### src/rtl/tdc_fine_encode_ctrl_pkg.sv
// Shared types and constants for the TDC fine-code encode sequencer.
package tdc_enc_pkg;

  localparam int unsigned THERM_W_DEF  = 21;
  localparam int unsigned BIN_W_DEF    = 6;
  localparam int unsigned ERRCNT_W_DEF = 8;

  localparam logic [1:0] LEVEL_MIN = 2'd1;
  localparam logic [1:0] LEVEL_MAX = 2'd3;

  typedef enum logic [1:0] {
    IDLE,
    ENC_TOA,
    ENC_TOT,
    OUT
  } state_t;

  // Level 0 is not a usable tolerance; clamp up to the minimum.
  function automatic logic [1:0] start_level(input logic [1:0] cfg);
    return (cfg < LEVEL_MIN) ? LEVEL_MIN : cfg;
  endfunction

endpackage

### src/rtl/tdc_fine_encode_ctrl_if.sv
// Hit-in / result-out handshake bundle between capture stage, sequencer and formatter.
interface tdc_fine_encode_ctrl_if
  import tdc_enc_pkg::*;
#(
  parameter int unsigned THERM_W = THERM_W_DEF,
  parameter int unsigned BIN_W   = BIN_W_DEF
);
  logic               in_valid;
  logic               in_ready;
  logic [THERM_W-1:0] toa_raw;
  logic [THERM_W-1:0] tot_raw;
  logic               out_valid;
  logic               out_ready;
  logic [BIN_W-1:0]   toa_fine;
  logic [BIN_W-1:0]   tot_fine;
  logic               toa_err;
  logic               tot_err;
  logic [1:0]         toa_level;
  logic [1:0]         tot_level;

  modport master (
    output in_valid, toa_raw, tot_raw, out_ready,
    input  in_ready, out_valid, toa_fine, tot_fine, toa_err, tot_err, toa_level, tot_level
  );

  modport slave (
    input  in_valid, toa_raw, tot_raw, out_ready,
    output in_ready, out_valid, toa_fine, tot_fine, toa_err, tot_err, toa_level, tot_level
  );
endinterface

### src/rtl/tdc_fine_encode_ctrl_enc.sv
// Combinational thermometer-to-binary encoder with level-dependent bubble tolerance.
module fine_therm_encoder
  import tdc_enc_pkg::*;
#(
  parameter int unsigned THERM_W = THERM_W_DEF,
  parameter int unsigned BIN_W   = BIN_W_DEF
) (
  input  logic [THERM_W-1:0] encode_In,
  input  logic [1:0]         level,
  output logic [BIN_W-1:0]   Binary_Out,
  output logic               bubbleError
);

  logic [THERM_W-1:0] above;
  logic [THERM_W-1:0] z1;
  logic [THERM_W-1:0] z2;
  logic [THERM_W-1:0] z3;

  // Output is the position of the topmost one; above[i] marks bits lying under it.
  always_comb begin
    above      = '0;
    Binary_Out = '0;
    for (int unsigned i = 0; i < THERM_W; i++) begin
      above[i] = |(encode_In >> (i + 1));
      if (encode_In[i]) Binary_Out = BIN_W'(i + 1);
    end
  end

  // zN[i]: a run of at least N bubble zeros starts at bit i.
  assign z1 = ~encode_In & above;
  assign z2 = z1 & (z1 >> 1);
  assign z3 = z2 & (z1 >> 2);

  // A level tolerates bubble runs shorter than the level.
  always_comb begin
    case (level)
      2'd2:    bubbleError = |z2;
      2'd3:    bubbleError = |z3;
      default: bubbleError = |z1;
    endcase
  end

endmodule

### src/rtl/tdc_fine_encode_ctrl.sv
// Shares one fine encoder between the TOA and TOT codes of a hit, escalating
// bubble tolerance on errors within a retry budget, and returns both fine codes.
module tdc_fine_encode_ctrl
  import tdc_enc_pkg::*;
#(
  parameter int unsigned THERM_W  = THERM_W_DEF,
  parameter int unsigned BIN_W    = BIN_W_DEF,
  parameter int unsigned ERRCNT_W = ERRCNT_W_DEF
) (
  input  logic                clk,
  input  logic                rstn,
  input  logic                en,
  input  logic [1:0]          cfg_level,
  input  logic [1:0]          cfg_max_retry,
  input  logic                err_cnt_clr,
  tdc_fine_encode_ctrl_if.slave bus,
  output logic [ERRCNT_W-1:0] err_cnt
);

  state_t             state_q, state_d;
  logic [1:0]         level_q, level_d;
  logic [1:0]         retry_q, retry_d;
  logic [THERM_W-1:0] toa_q, tot_q;
  logic [THERM_W-1:0] enc_in;
  logic [BIN_W-1:0]   enc_bin;
  logic               enc_bub;
  logic               accept, commit_toa, commit_tot, leave;

  fine_therm_encoder #(
    .THERM_W (THERM_W),
    .BIN_W   (BIN_W)
  ) u_enc (
    .encode_In   (enc_in),
    .level       (level_q),
    .Binary_Out  (enc_bin),
    .bubbleError (enc_bub)
  );

  assign enc_in        = (state_q == ENC_TOT) ? tot_q : toa_q;
  assign bus.in_ready  = rstn && en && (state_q == IDLE);
  assign bus.out_valid = (state_q == OUT);

  always_comb begin
    state_d    = state_q;
    level_d    = level_q;
    retry_d    = retry_q;
    accept     = 1'b0;
    commit_toa = 1'b0;
    commit_tot = 1'b0;
    leave      = 1'b0;
    case (state_q)
      IDLE: begin
        if (bus.in_valid && bus.in_ready) begin
          accept  = 1'b1;
          level_d = start_level(cfg_level);
          retry_d = '0;
          state_d = ENC_TOA;
        end
      end
      ENC_TOA, ENC_TOT: begin
        if (enc_bub && (level_q < LEVEL_MAX) && (retry_q < cfg_max_retry)) begin
          level_d = level_q + 2'd1;
          retry_d = retry_q + 2'd1;
        end else begin
          level_d = start_level(cfg_level);
          retry_d = '0;
          if (state_q == ENC_TOA) begin
            commit_toa = 1'b1;
            state_d    = ENC_TOT;
          end else begin
            commit_tot = 1'b1;
            state_d    = OUT;
          end
        end
      end
      OUT: begin
        if (bus.out_ready) begin
          leave   = 1'b1;
          state_d = IDLE;
        end
      end
      default: state_d = IDLE;
    endcase
  end

  always_ff @(posedge clk or negedge rstn) begin
    if (!rstn) begin
      state_q <= IDLE;
      level_q <= LEVEL_MIN;
      retry_q <= '0;
      toa_q   <= '0;
      tot_q   <= '0;
    end else begin
      state_q <= state_d;
      level_q <= level_d;
      retry_q <= retry_d;
      if (accept) begin
        toa_q <= bus.toa_raw;
        tot_q <= bus.tot_raw;
      end
    end
  end

  always_ff @(posedge clk or negedge rstn) begin
    if (!rstn) begin
      bus.toa_fine  <= '0;
      bus.tot_fine  <= '0;
      bus.toa_err   <= 1'b0;
      bus.tot_err   <= 1'b0;
      bus.toa_level <= '0;
      bus.tot_level <= '0;
    end else begin
      if (commit_toa) begin
        bus.toa_fine  <= enc_bin;
        bus.toa_err   <= enc_bub;
        bus.toa_level <= level_q;
      end
      if (commit_tot) begin
        bus.tot_fine  <= enc_bin;
        bus.tot_err   <= enc_bub;
        bus.tot_level <= level_q;
      end
    end
  end

  always_ff @(posedge clk or negedge rstn) begin
    if (!rstn) begin
      err_cnt <= '0;
    end else if (err_cnt_clr) begin
      err_cnt <= '0;
    end else if (leave && (bus.toa_err || bus.tot_err) && !(&err_cnt)) begin
      err_cnt <= err_cnt + ERRCNT_W'(1);
    end
  end

endmodule
### src/flat_wrapper.sv
// flat-port wrapper written by rule: the top's interface ports become plain ports
module tdc_fine_encode_ctrl_flat import tdc_enc_pkg::*;
#(
  parameter int unsigned THERM_W  = THERM_W_DEF,
  parameter int unsigned BIN_W    = BIN_W_DEF,
  parameter int unsigned ERRCNT_W = ERRCNT_W_DEF
)
  (clk, rstn, en, cfg_level, cfg_max_retry, err_cnt_clr, err_cnt, bus_in_valid, bus_toa_raw, bus_tot_raw, bus_out_ready, bus_in_ready, bus_out_valid, bus_toa_fine, bus_tot_fine, bus_toa_err, bus_tot_err, bus_toa_level, bus_tot_level);
  tdc_fine_encode_ctrl_if #(.THERM_W(THERM_W), .BIN_W(BIN_W)) bus_i ();
  input  logic clk;
  input  logic rstn;
  input  logic en;
  input  logic [1:0] cfg_level;
  input  logic [1:0] cfg_max_retry;
  input  logic err_cnt_clr;
  output logic [ERRCNT_W-1:0] err_cnt;
  input wire logic [$bits(bus_i.in_valid)-1:0] bus_in_valid;
  input wire logic [$bits(bus_i.toa_raw)-1:0] bus_toa_raw;
  input wire logic [$bits(bus_i.tot_raw)-1:0] bus_tot_raw;
  input wire logic [$bits(bus_i.out_ready)-1:0] bus_out_ready;
  output wire logic [$bits(bus_i.in_ready)-1:0] bus_in_ready;
  output wire logic [$bits(bus_i.out_valid)-1:0] bus_out_valid;
  output wire logic [$bits(bus_i.toa_fine)-1:0] bus_toa_fine;
  output wire logic [$bits(bus_i.tot_fine)-1:0] bus_tot_fine;
  output wire logic [$bits(bus_i.toa_err)-1:0] bus_toa_err;
  output wire logic [$bits(bus_i.tot_err)-1:0] bus_tot_err;
  output wire logic [$bits(bus_i.toa_level)-1:0] bus_toa_level;
  output wire logic [$bits(bus_i.tot_level)-1:0] bus_tot_level;
  assign bus_i.in_valid = bus_in_valid;
  assign bus_i.toa_raw = bus_toa_raw;
  assign bus_i.tot_raw = bus_tot_raw;
  assign bus_i.out_ready = bus_out_ready;
  assign bus_in_ready = bus_i.in_ready;
  assign bus_out_valid = bus_i.out_valid;
  assign bus_toa_fine = bus_i.toa_fine;
  assign bus_tot_fine = bus_i.tot_fine;
  assign bus_toa_err = bus_i.toa_err;
  assign bus_tot_err = bus_i.tot_err;
  assign bus_toa_level = bus_i.toa_level;
  assign bus_tot_level = bus_i.tot_level;
  tdc_fine_encode_ctrl #(.THERM_W(THERM_W), .BIN_W(BIN_W), .ERRCNT_W(ERRCNT_W)) u_core (.clk(clk), .rstn(rstn), .en(en), .cfg_level(cfg_level), .cfg_max_retry(cfg_max_retry), .err_cnt_clr(err_cnt_clr), .bus(bus_i), .err_cnt(err_cnt));
endmodule
### config.mk
export PLATFORM = sky130hd
export DESIGN_NAME = tdc_fine_encode_ctrl_flat
export DESIGN_NICKNAME = d
export VERILOG_FILES = /design/src/rtl/tdc_fine_encode_ctrl_pkg.sv /design/src/rtl/tdc_fine_encode_ctrl_if.sv /design/src/rtl/tdc_fine_encode_ctrl_enc.sv /design/src/rtl/tdc_fine_encode_ctrl.sv /design/src/flat_wrapper.sv
export SDC_FILE = /design/constraint.sdc
export NUM_CORES = 1
export LEC_CHECK = 0
export ABC_AREA = 1
export ABC_CLOCK_PERIOD_IN_PS = 4810
export BUFFER_PORTS_ARGS = -buffer_cell sky130_fd_sc_hd__buf_2
export CORE_UTILIZATION = 39
export DETAILED_ROUTE_END_ITERATION = 10
export MAX_ROUTING_LAYER = met4
export PLACE_DENSITY = 0.59
export SLEW_MARGIN = 20
export SYNTH_ARGS = -nofsm -noshare
export SYNTH_HDL_FRONTEND = slang
export SYNTH_SLANG_ARGS = --single-unit
### constraint.sdc
create_clock -name clk -period 4.81 [get_ports clk]
set_input_delay 0.962 -clock clk [delete_from_list [all_inputs] [get_ports clk]]
set_output_delay 0.962 -clock clk [all_outputs]
set_load 0.02 [all_outputs]
* Word-level counts from Yosys, hierarchy flattened
Cells that the tools add are included.
** Operators by class
- Reduce and logical (&&, ||, !) cells :: 38
- Bitwise operators :: 4
- Equal/unequal tests :: 8
- Magnitude comparators :: 3
- $add $sub $neg :: 3
- Multiplexer cells :: 47
** Operator list (number)
- two-way mux 6 bit :: 20
- OR reduction 21 bit :: 3
- AND 21 x 20 -> 21 bit :: 2
- AND 21 x 19 -> 21 bit :: 1
- two-way mux 21 bit :: 1
- NOT 21 bit :: 1
- OR reduction 20 bit :: 1
- OR reduction 19 bit :: 1
- OR reduction 18 bit :: 1
- OR reduction 17 bit :: 1
- two-way mux 2 bit :: 8
- two-way mux 8 bit :: 2
- OR reduction 16 bit :: 1
- OR reduction 15 bit :: 1
- OR reduction 14 bit :: 1
- OR reduction 13 bit :: 1
- two-way mux 1 bit :: 12
- OR reduction 12 bit :: 1
- OR reduction 11 bit :: 1
- OR reduction 10 bit :: 1
- OR reduction 9 bit :: 1
- adder 8 x 1 -> 8 bit (second input constant) :: 1
- equality test 2 bit (second input constant) :: 4
- case mux 2 bit (2 select lines) :: 2
- other kinds (23) :: 34
** Storage, ports and cells
- Input port bits :: 52
- Register bits :: 74

* Logic depth before layout (Yosys ltp)
Gate-level depths: netlist of run 1.
- Word-level depth :: 23
- Mapped depth :: 29

* By module
Synthesis of run 1 repeated with hierarchy kept, for this count alone.
** Second synthesis, totals
- Cells, all modules :: 548
- Area, all modules :: 4371.7 µm²
** Modules (own cells, without submodules)
- tdc_fine_encode_ctrl :: times used 1, area each 3578.4 µm², cells an instance 388
- fine_therm_encoder :: times used 1, area each 793.3 µm², cells an instance 160

* Worst setup path before layout of run 1
OpenSTA, ideal clock, no wires.
- Path kind :: register -> register
- Start point :: register u_core.state_q[0]
- End point :: register u_core.bus.toa_level[0]
- Stages on the path, launching flop included :: 24
- Arrival time :: 2.500 ns
- Setup time :: 0.120 ns
- Path slack :: 2.189 ns
- Cell sequence :: dfrtp_1 -> inv_1 -> ha_1 -> buf_6 -> buf_6 -> nand2_1 -> o21ai_2 -> nor2_1 -> nand2_1 -> nor2_2 -> nand3_1 -> nand2_1 -> nand2_1 -> nand2_1 -> nand2_1 -> nor2_1 -> nand3_1 -> nand2_2 -> nand3_4 -> nand2_4 -> nand3_4 -> buf_6 -> nand2_1 -> o21ai_2
** Between the ends
- Cells in the longest elaborated chain, start to end :: 12
** RTL lines
- from (decl) :: RTL line tdc_fine_encode_ctrl.sv:20 : state_t state_q, state_d;
- from (signal assigned) :: RTL line tdc_fine_encode_ctrl.sv:94 : state_q <= state_d;
- equality test 2 bit :: RTL line tdc_fine_encode_ctrl.sv:39, tdc_fine_encode_ctrl.sv:51
- two-way mux 21 bit :: RTL line tdc_fine_encode_ctrl.sv:39 : assign enc_in = (state_q == ENC_TOT) ? tot_q : toa_q;
- OR reduction 20 bit (tied with other cells) :: RTL line tdc_fine_encode_ctrl_enc.sv:24 : above[i] = |(encode_In >> (i + 1));
- AND 21 x 20 -> 21 bit :: RTL line tdc_fine_encode_ctrl_enc.sv:30 : assign z1 = ~encode_In & above;
- AND 21 x 20 -> 21 bit :: RTL line tdc_fine_encode_ctrl_enc.sv:31 : assign z2 = z1 & (z1 >> 1);
- AND 21 x 19 -> 21 bit :: RTL line tdc_fine_encode_ctrl_enc.sv:32 : assign z3 = z2 & (z1 >> 2);
- OR reduction 21 bit :: RTL line tdc_fine_encode_ctrl_enc.sv:38 : 2'd3: bubbleError = |z3;
- case mux 1 bit (2 select lines) :: RTL line tdc_fine_encode_ctrl_enc.sv:36 : case (level)
- logical AND 1 bit (2 in series) :: RTL line tdc_fine_encode_ctrl.sv:61 : if (enc_bub && (level_q < LEVEL_MAX) && (retry_q < cfg_max_retry)) begin
- two-way mux 1 bit :: RTL line tdc_fine_encode_ctrl.sv:61
- two-way mux 1 bit * :: RTL line tdc_fine_encode_ctrl.sv:51 : case (state_q)
- to (signal assigned) :: RTL line tdc_fine_encode_ctrl.sv:116 : bus.toa_level <= level_q;
- to (decl) :: RTL line tdc_fine_encode_ctrl_if.sv:28 : output in_ready, out_valid, toa_fine, tot_fine, toa_err, tot_err, toa_level, tot_level
Every way passes the cells marked *; elsewhere a longest branch is shown, timed or not.
A chain may end at the register's enable or synchronous reset.

* Worst setup path after layout of run 1
- Start point :: register u_core.state_q[0]
- End point :: register u_core.bus.tot_err
** Between the ends
- Cells in the longest elaborated chain, start to end :: 12
** RTL lines
- equality test 2 bit :: RTL line tdc_fine_encode_ctrl.sv:39, tdc_fine_encode_ctrl.sv:51
- two-way mux 21 bit :: RTL line tdc_fine_encode_ctrl.sv:39
- OR reduction 20 bit (tied with other cells) :: RTL line tdc_fine_encode_ctrl_enc.sv:24
- AND 21 x 20 -> 21 bit :: RTL line tdc_fine_encode_ctrl_enc.sv:30
- AND 21 x 20 -> 21 bit :: RTL line tdc_fine_encode_ctrl_enc.sv:31
- AND 21 x 19 -> 21 bit :: RTL line tdc_fine_encode_ctrl_enc.sv:32
- OR reduction 21 bit :: RTL line tdc_fine_encode_ctrl_enc.sv:38
- case mux 1 bit (2 select lines) :: RTL line tdc_fine_encode_ctrl_enc.sv:36
- logical AND 1 bit (2 in series) :: RTL line tdc_fine_encode_ctrl.sv:61
- two-way mux 1 bit :: RTL line tdc_fine_encode_ctrl.sv:61
- two-way mux 1 bit :: RTL line tdc_fine_encode_ctrl.sv:51
- to (signal assigned) :: RTL line tdc_fine_encode_ctrl.sv:120 : bus.tot_err <= enc_bub;
- to (decl) :: RTL line tdc_fine_encode_ctrl_if.sv:28
Several ways; a longest one is shown, not always the timed one.

==> results of run 1 <==
==> how the worst max path moves through the flow <==
stage | from | end | slack, ns | cells past startpoint
after floorplan | u_core.state_q[0] | u_core.bus.toa_level[0] | 2.19 | 23
after global placement | u_core.state_q[0] | u_core.bus.tot_err | 1.35 | 20
after detailed placement | u_core.state_q[0] | u_core.bus.tot_err | 1.32 | 21
after CTS | u_core.state_q[0] | u_core.bus.tot_fine[0] | 1.30 | 21
after global routing | u_core.state_q[0] | u_core.bus.tot_fine[0] | 0.90 | 20
final | u_core.state_q[0] | u_core.bus.tot_err | 1.33 | 20
==> kinds of logic after synthesis <==
family,count (synthesis),share of synthesized area
compound gates,79,0.109
xor+xnor,1,0.00203
fa+ha+maj,8,0.0232
buf+inv,79,0.0840
flops,72,0.417
other cells,1,0.000868
simple gates,377,0.364
==> through the flow <==
stage | utilization | power, mW | setup slack (ns) | instances | instance area (sq um)
after floorplan | - | 2.61 | 2.19 | 618 | 4320
after global placement | 0.444 | 3.07 | 1.35 | 821 | 4790
after detailed placement | 0.444 | 3.09 | 1.32 | 821 | 4790
after CTS | 0.463 | 3.60 | 1.30 | 837 | 4990
after global routing | 0.463 | 3.95 | 0.901 | 837 | 4990
final | 0.463 | 3.58 | 1.33 | 837 | 4990
==> power by group through the flow <==
stage               registers (mW)  logic, mW  clock network (mW)
floorplan                     1.06       1.55                   0
global placement              1.03       2.04                   0
detailed placement            1.03       2.06                   0
CTS                           1.02       2.07               0.517
global route                  1.05       2.37               0.539
finish                        1.02       2.07               0.495
==> layout by cell type (no fill, tap or decap), types with 3 or more instances in the layout <==
master	n
sky130_fd_sc_hd__a21oi_1	11
sky130_fd_sc_hd__o21ai_2	13
sky130_fd_sc_hd__nand4_1	5
sky130_fd_sc_hd__nor2_2	3
sky130_fd_sc_hd__nor3_1	4
sky130_fd_sc_hd__buf_4	5
sky130_fd_sc_hd__o21ai_0	30
sky130_fd_sc_hd__inv_1	53
sky130_fd_sc_hd__nand2_2	6
sky130_fd_sc_hd__ha_1	8
sky130_fd_sc_hd__nand2_1	270
sky130_fd_sc_hd__buf_2	77
sky130_fd_sc_hd__clkbuf_8	10
sky130_fd_sc_hd__nor2_1	50
sky130_fd_sc_hd__dfrtp_1	71
sky130_fd_sc_hd__o21ai_1	17
sky130_fd_sc_hd__nor2_4	4
sky130_fd_sc_hd__inv_2	4
sky130_fd_sc_hd__nand3_1	26
==> worst reg2reg max path, delay by kind of cell, from the launching register on <==
kind,cells,cell delay [ns]
adder cells (fa/ha/maj),1,0.52
AO/OA/AOI/OAI,1,0.34
flip-flops,1,0.42
AND/OR/NAND/NOR,15,1.65
buffers and inverters,3,0.52
==> registers in the layout, indices dropped and copies added (netlist names), 5 cells and up <==
| register | count |
|---|---|
| u_core.tot_q | 21 |
| u_core.err_cnt | 8 |
| u_core.bus.toa_fine | 5 |
| u_core.bus.tot_fine | 5 |
| u_core.toa_q | 21 |
==> metal layers <==
metal | routed length (um) | share of wire
met5 | 0 | 0
met4 | 212 | 0.020
met3 | 421 | 0.040
met2 | 4870 | 0.46
met1 | 5040 | 0.48
==> layout make-up <==
class / count / area, sq um / area share
multi-input cells: 467 / 2160 / 0.432
flip-flops and latches: 72 / 1800 / 0.361
clock buffers: 10 / 138 / 0.0276
repair buffers: 82 / 423 / 0.0847
inverters: 60 / 228 / 0.0456
clock inverters: 6 / 67.6 / 0.0135
well taps: 140 / 175 / 0.0351
==> qor.txt, run 1 <==
Result of the run = completed
Power Dens Cells = 717 mW/mm^2
Largest voltage drop on the vdd net = 0.299 mV
Standard-cell rows = 38
Number of warnings issued by yosys = 0
Number of remaining DRC errors = 0
Number of antenna-violating nets in the routed design = 0
Critical R2R Launch = u_core.state_q[0]
Reg-to-reg endpoint = u_core.bus.tot_err
Register share of total power = 0.284
Endpoint required time on the critical path = 5.09 ns
Number of top-level pins = 80
Setup violation total in the final timing report = 0
Synth Cell Area = 0.00432 sq mm
Proportion of synthesized chip area in sequential cells = 0.417
Cell types occupying the most area after synthesis = sky130_fd_sc_hd__dfrtp_1 41%, sky130_fd_sc_hd__nand2_1 23%, sky130_fd_sc_hd__inv_1 4.6%, sky130_fd_sc_hd__nor2_1 4.3%, sky130_fd_sc_hd__o21ai_0 3.5%
Synthesis-stage register bit count = 72
Combined buffer and inverter count along the critical path = 3
Highest attainable clock frequency = 0.287 GHz
Largest net degree at the start of global routing = 73
Switching part of the total = 0.502
Average wire length per cell after detail routing = 12.6 um
Switching power = 1.80 mW
1st-pass router iterations = 4
Final Hold Viols = 0
Post-CTS setup-driven buffer insertion count = 0
Routed vias/inst = 4.76
Unrepaired setup endpoints after global routing = false
Dominant synthesized flop cell = sky130_fd_sc_hd__dfrtp_1
Post-synthesis cell type with the largest combined area = sky130_fd_sc_hd__dfrtp_1
Syn_area_per_cell = 7.00 sq um
Number of global-route vias before repair = 3969
Clk Tree Root Cell = sky130_fd_sc_hd__clkbuf_8
Busiest layer in global routing = met2
FILL cells = 1106
Max cap viols = 0
Hold-critical path endpoint = u_core.bus.tot_level[0]
Crit-path cells = inv_1 > ha_1 > inv_4 > o21ai_1 > nand2_2 > nor2_2 > nand3_1 > nand2_1 > nor2_1 > nor2_1 > nand2_1 > nor2_1 > nand3_1 > nand2_1 > nand3_4 > nand2_4 > nand2_2 > inv_1 > nand2_1 > nand2_1
Number of buffers on the longest clock path = 2
Fraction of layout cells with a size suffix above 1 = 0.195
Int Pwr = 1.78 mW
Kind of cell adding the most delay to the critical path = simple AND/OR/NAND/NOR gates
CTS tree = done
Maximum fanout count along the critical path = 25
Via count of the routed design = 3984
Total grt overflow = 0
Final setup TNS = 0 ns
Number of buffers created by CTS = 9
Global routing met1 resource utilization = 0.254
Critical path endpoint category = flop
Hold buffers post-CTS = 0
Port Buffer Count = 77
Top cell by count, worst path = sky130_fd_sc_hd__nand2_1
Core footprint = 0.0108 sq mm
Class of the worst hold path = reg -> reg
Max Transition Viols Final = 0
Standby leakage power = 2.69 nW
Final worst hold slack = 0.489 ns
Number of synthesized flops with an enable pin = 0
Largest stage delay on the critical path = 0.52 ns
Final period demand of the worst path = 3.48 ns
Category of the most critical setup path = reg -> reg
CP Data Arrival Time = 3.77 ns
Clock Pin Slew Worst Setup and Hold Paths = 0.08 ns
Fraction of post-synthesis cell area in the top cell type by area = 0.411
Area overhead of the layout relative to synthesis = 15.6%
Hold Path Depth = 2
Critical Path Source Type = flop
Hold path start = u_core.bus.tot_level[0]
Global-route wire length before repair = 18.0 mm
Commonest cells in the netlist = 270 x sky130_fd_sc_hd__nand2_1, 71 x sky130_fd_sc_hd__dfrtp_1, 53 x sky130_fd_sc_hd__inv_1, 50 x sky130_fd_sc_hd__nor2_1, 30 x sky130_fd_sc_hd__o21ai_0
Antenna violations before repair = 0
Period utilisation layout = 0.724
Count of clock tree sinks = 72
Clock share of power = 0.138
Post-synth cell types = 38
Final weighted congestion in routability-driven placement = 0.880
Critical Path Slowest Stage Cell = sky130_fd_sc_hd__ha_1
Path depth of the worst reg2reg path = 20
Clock latency reported for the late side of the worst-skew pair = 0.34 ns
Die width = 107 um
Overall fraction of global-route tracks in use = 0.205
Part of the total power dissipated in combinational logic = 0.577
Grt met2 use = 0.329
H-Tree Depth = 3
Transition time of the tightest slew-check pin = 0.904 ns
Total number of nets in the final design = 752
Antenna cells = 0
Most frequent cell after synthesis = sky130_fd_sc_hd__nand2_1
Post_cts resized = 0
Number of design-rule violations left by the first detailed-router iteration = 193
Clock Skews = 0.0112 ns
Height of the die = 107 um
Wire length reported by the detailed router = 10.5 mm
Final HPWL from detailed placement = 8.06 mm
Post-Synthesis Cells = 617
Worst relative slew slack = 0.397
Effective utilization at floorplan = 0.400
Die outline area = 0.0115 sq mm
Share of flip-flops with an asynchronous set or reset after synthesis = 1.00
Reg-to-reg slack, setup = 1.33 ns
Global routing met3 resource utilization = 0.0400
(Power assumes the default switching activity.)
==> inputs of run 2 (changes only) <==
- ABC_CLOCK_PERIOD_IN_PS: 4810 -> 3010
- PLACE_DENSITY: 0.59 -> 0.62
- clock period: 4.81 -> 3.01 ns (I/O delays scaled with it)
==> run 2 against run 1 <==
Net effect:
- global-route usage increased by 0.56 points
- hold slack got worse by 0.065 ns
- sequential share of layout area decreased by 3.1 points
- first-iteration DRC count decreased by 17%
- sequential power increased by 60%
- worst setup slack got worse by 1.1 ns
- register-to-register slack got worse by 1.1 ns
- combinational power increased by 98%
- via count increased by 3.9%
- sequential cell count unchanged
==> qor.txt, run 2 (synthesized netlist as in run 1, its figures left out) <==
Wire length reported by the detailed router = 10.9 mm
Post-Route Utilization = 0.506
Total number of nets in the final design = 781
Via count of the routed design = 4141
Post-route non-filler standard cell count = 866
Critical Path Source Type = flop
Final Hold Viols = 0
Die outline area = 0.0115 sq mm
Period utilisation layout = 0.923
Number of antenna-violating nets in the routed design = 0
Count of clock tree sinks = 72
Final period demand of the worst path = 2.78 ns
Most frequent cells in the layout = 254 x sky130_fd_sc_hd__nand2_1, 77 x sky130_fd_sc_hd__buf_2, 70 x sky130_fd_sc_hd__dfrtp_1, 51 x sky130_fd_sc_hd__inv_1, 40 x sky130_fd_sc_hd__nor2_1
Clock Skews = 0.0116 ns
Final total power = 6.44 mW
Worst relative slew slack = 0.387
Die width = 107 um
Setup violation total in the final timing report = 0
Fraction of layout cells with a size suffix above 1 = 0.281
Maximum fanout count along the critical path = 4
Antenna violations before repair = 0
Area overhead of the layout relative to synthesis = 26.4%
Max cap viols = 0
Core footprint = 0.0108 sq mm
1st-pass router iterations = 4
Height of the die = 107 um
FILL cells = 1086
Number of remaining DRC errors = 0
Standard-cell rows = 38
Standby leakage power = 2.87 nW
H-Tree Depth = 3
Most common library cell in the layout ignoring fill and taps = sky130_fd_sc_hd__nand2_1
Largest voltage drop on the vdd net = 0.469 mV
Post-Place Cells = 836
Total grt overflow = 0
Clock Pin Slew Worst Setup and Hold Paths = 0.08 ns
Largest stage delay on the critical path = 0.43 ns
Routed vias/inst = 4.78
Crit-path cells = ha_4 > clkbuf_16 > o21ai_2 > nor2_2 > nand2_1 > inv_1 > nand3_2 > nand2_2 > buf_4 > a21oi_1 > nor2_1 > nand3_1 > nand2_1 > nand3_4 > nand3_1 > buf_4 > nand3_1 > nand3_1
Global-route wire length before repair = 18.3 mm
CP Data Arrival Time = 3.02 ns
Port Buffer Count = 77
Unrepaired setup endpoints after global routing = false
Clk Tree Root Cell = sky130_fd_sc_hd__clkbuf_8
Highest attainable clock frequency = 0.360 GHz
Category of the most critical setup path = reg -> reg
Largest registers ranked by flip-flop count = u_core.toa_q: 21 flops, u_core.tot_q: 21 flops, u_core.err_cnt: 8 flops
Result of the run = completed
Overall fraction of global-route tracks in use = 0.211
Average wire length per cell after detail routing = 12.6 um
Clock latency reported for the late side of the worst-skew pair = 0.36 ns
Top cell by count, worst path = sky130_fd_sc_hd__nand3_1
Effective utilization at floorplan = 0.400
Final weighted congestion in routability-driven placement = 0.871
Antenna cells = 0
Critical path endpoint category = flop
CTS tree = done
Class of the worst hold path = in -> reg
Transition time of the tightest slew-check pin = 0.919 ns
Number of top-level pins = 80
Max Transition Viols Final = 0
Hold buffers post-CTS = 0
Number of buffers created by CTS = 9
Final HPWL from detailed placement = 8.09 mm
Largest net degree at the start of global routing = 73
Number of design-rule violations left by the first detailed-router iteration = 160
Power Dens Cells = 1180 mW/mm^2
Critical Path Slowest Stage Cell = sky130_fd_sc_hd__dfrtp_2
Number of global-route vias before repair = 4002
Number of buffers on the longest clock path = 2
Endpoint required time on the critical path = 3.26 ns
==> run 2: cell types whose count changed in the layout (fill, tap and decap cells not counted), sizes merged <==
cell and delta:
buf +25, clkbuf +3, bufinv -1, clkinv -1, clkinvlp +1, inv +1, nand3 +1
==> run 2: worst max-delay path: cells and delay by family, from the launching register on <==
kind | cells | cell delay, ns
AOI/OAI and AO/OA | 2 | 0.43
adders and majority gates | 1 | 0.21
and+or+nand+nor | 11 | 1.01
buffers and inverters | 4 | 0.57
DFF | 1 | 0.43
==> run 2: final timing paths <==
kind	slack [ns]	cells past startpoint	startpoint	end
setup / recovery	0.23	18	u_core.state_q[1]	u_core.level_q[1]
hold / removal	0.42	3	bus_toa_raw[6]	u_core.toa_q[6]
setup reg to reg	0.23	18	u_core.state_q[1]	u_core.level_q[1]
hold reg to reg	0.48	2	u_core.tot_q[17]	u_core.tot_q[17]
max in group asynchronous	1.93	2	rstn	u_core.toa_q[10]
min in group asynchronous	0.45	2	rstn	u_core.bus.toa_level[1]
==> run 2: cell type report <==
| class | instances | area [sq um] | share of cell area |
|---|---|---|---|
| repair buffers | 110 | 702 | 0.129 |
| multi-input cells | 468 | 2350 | 0.431 |
| well taps | 140 | 175 | 0.0321 |
| clock buffers | 10 | 138 | 0.0252 |
| flip-flops and latches | 72 | 1800 | 0.331 |
| clock inverters | 6 | 42.5 | 0.00779 |
| inverters | 60 | 245 | 0.0449 |
==> run 2: per-stage QoR <==
step	TNS, ns	area, sq um	setup slack, ns	hold WS, ns
after global placement	0	4910	0.00610	0.463
after CTS	0	5110	0.0124	0.414
after floorplan	0	4320	0.389	0.306
after detailed placement	-0.314	4910	-0.0606	0.466
after global routing	0	5460	0.00711	0.420
final	0	5460	0.232	0.425
==> run 2: routing by layer <==
layer	vias to the layer above	global-route usage	part of all wire	routed length, um
met5	-	-	0	0
met4	0	0.0890	0.016	177
met3	21	0.0369	0.039	426
met2	99	0.333	0.47	5090
met1	1871	0.267	0.48	5220
li1	2150	-	-	-
==> run 2: where the power goes <==
group,switching [mW],leakage [nW],internal (mW)
sequential,0.239,0.903,1.39
combinational,2.56,1.88,1.54
clock,0.393,0.0887,0.323
total,3.20,2.87,3.25
==> run 2: repair_timing <==
action / CTS / global route
gates cloned: 0 / 4
buffers inserted: 0 / 10
setup endpoints to repair: 16 / 22
gates resized for setup: 5 / 54
pin swaps: 0 / 19
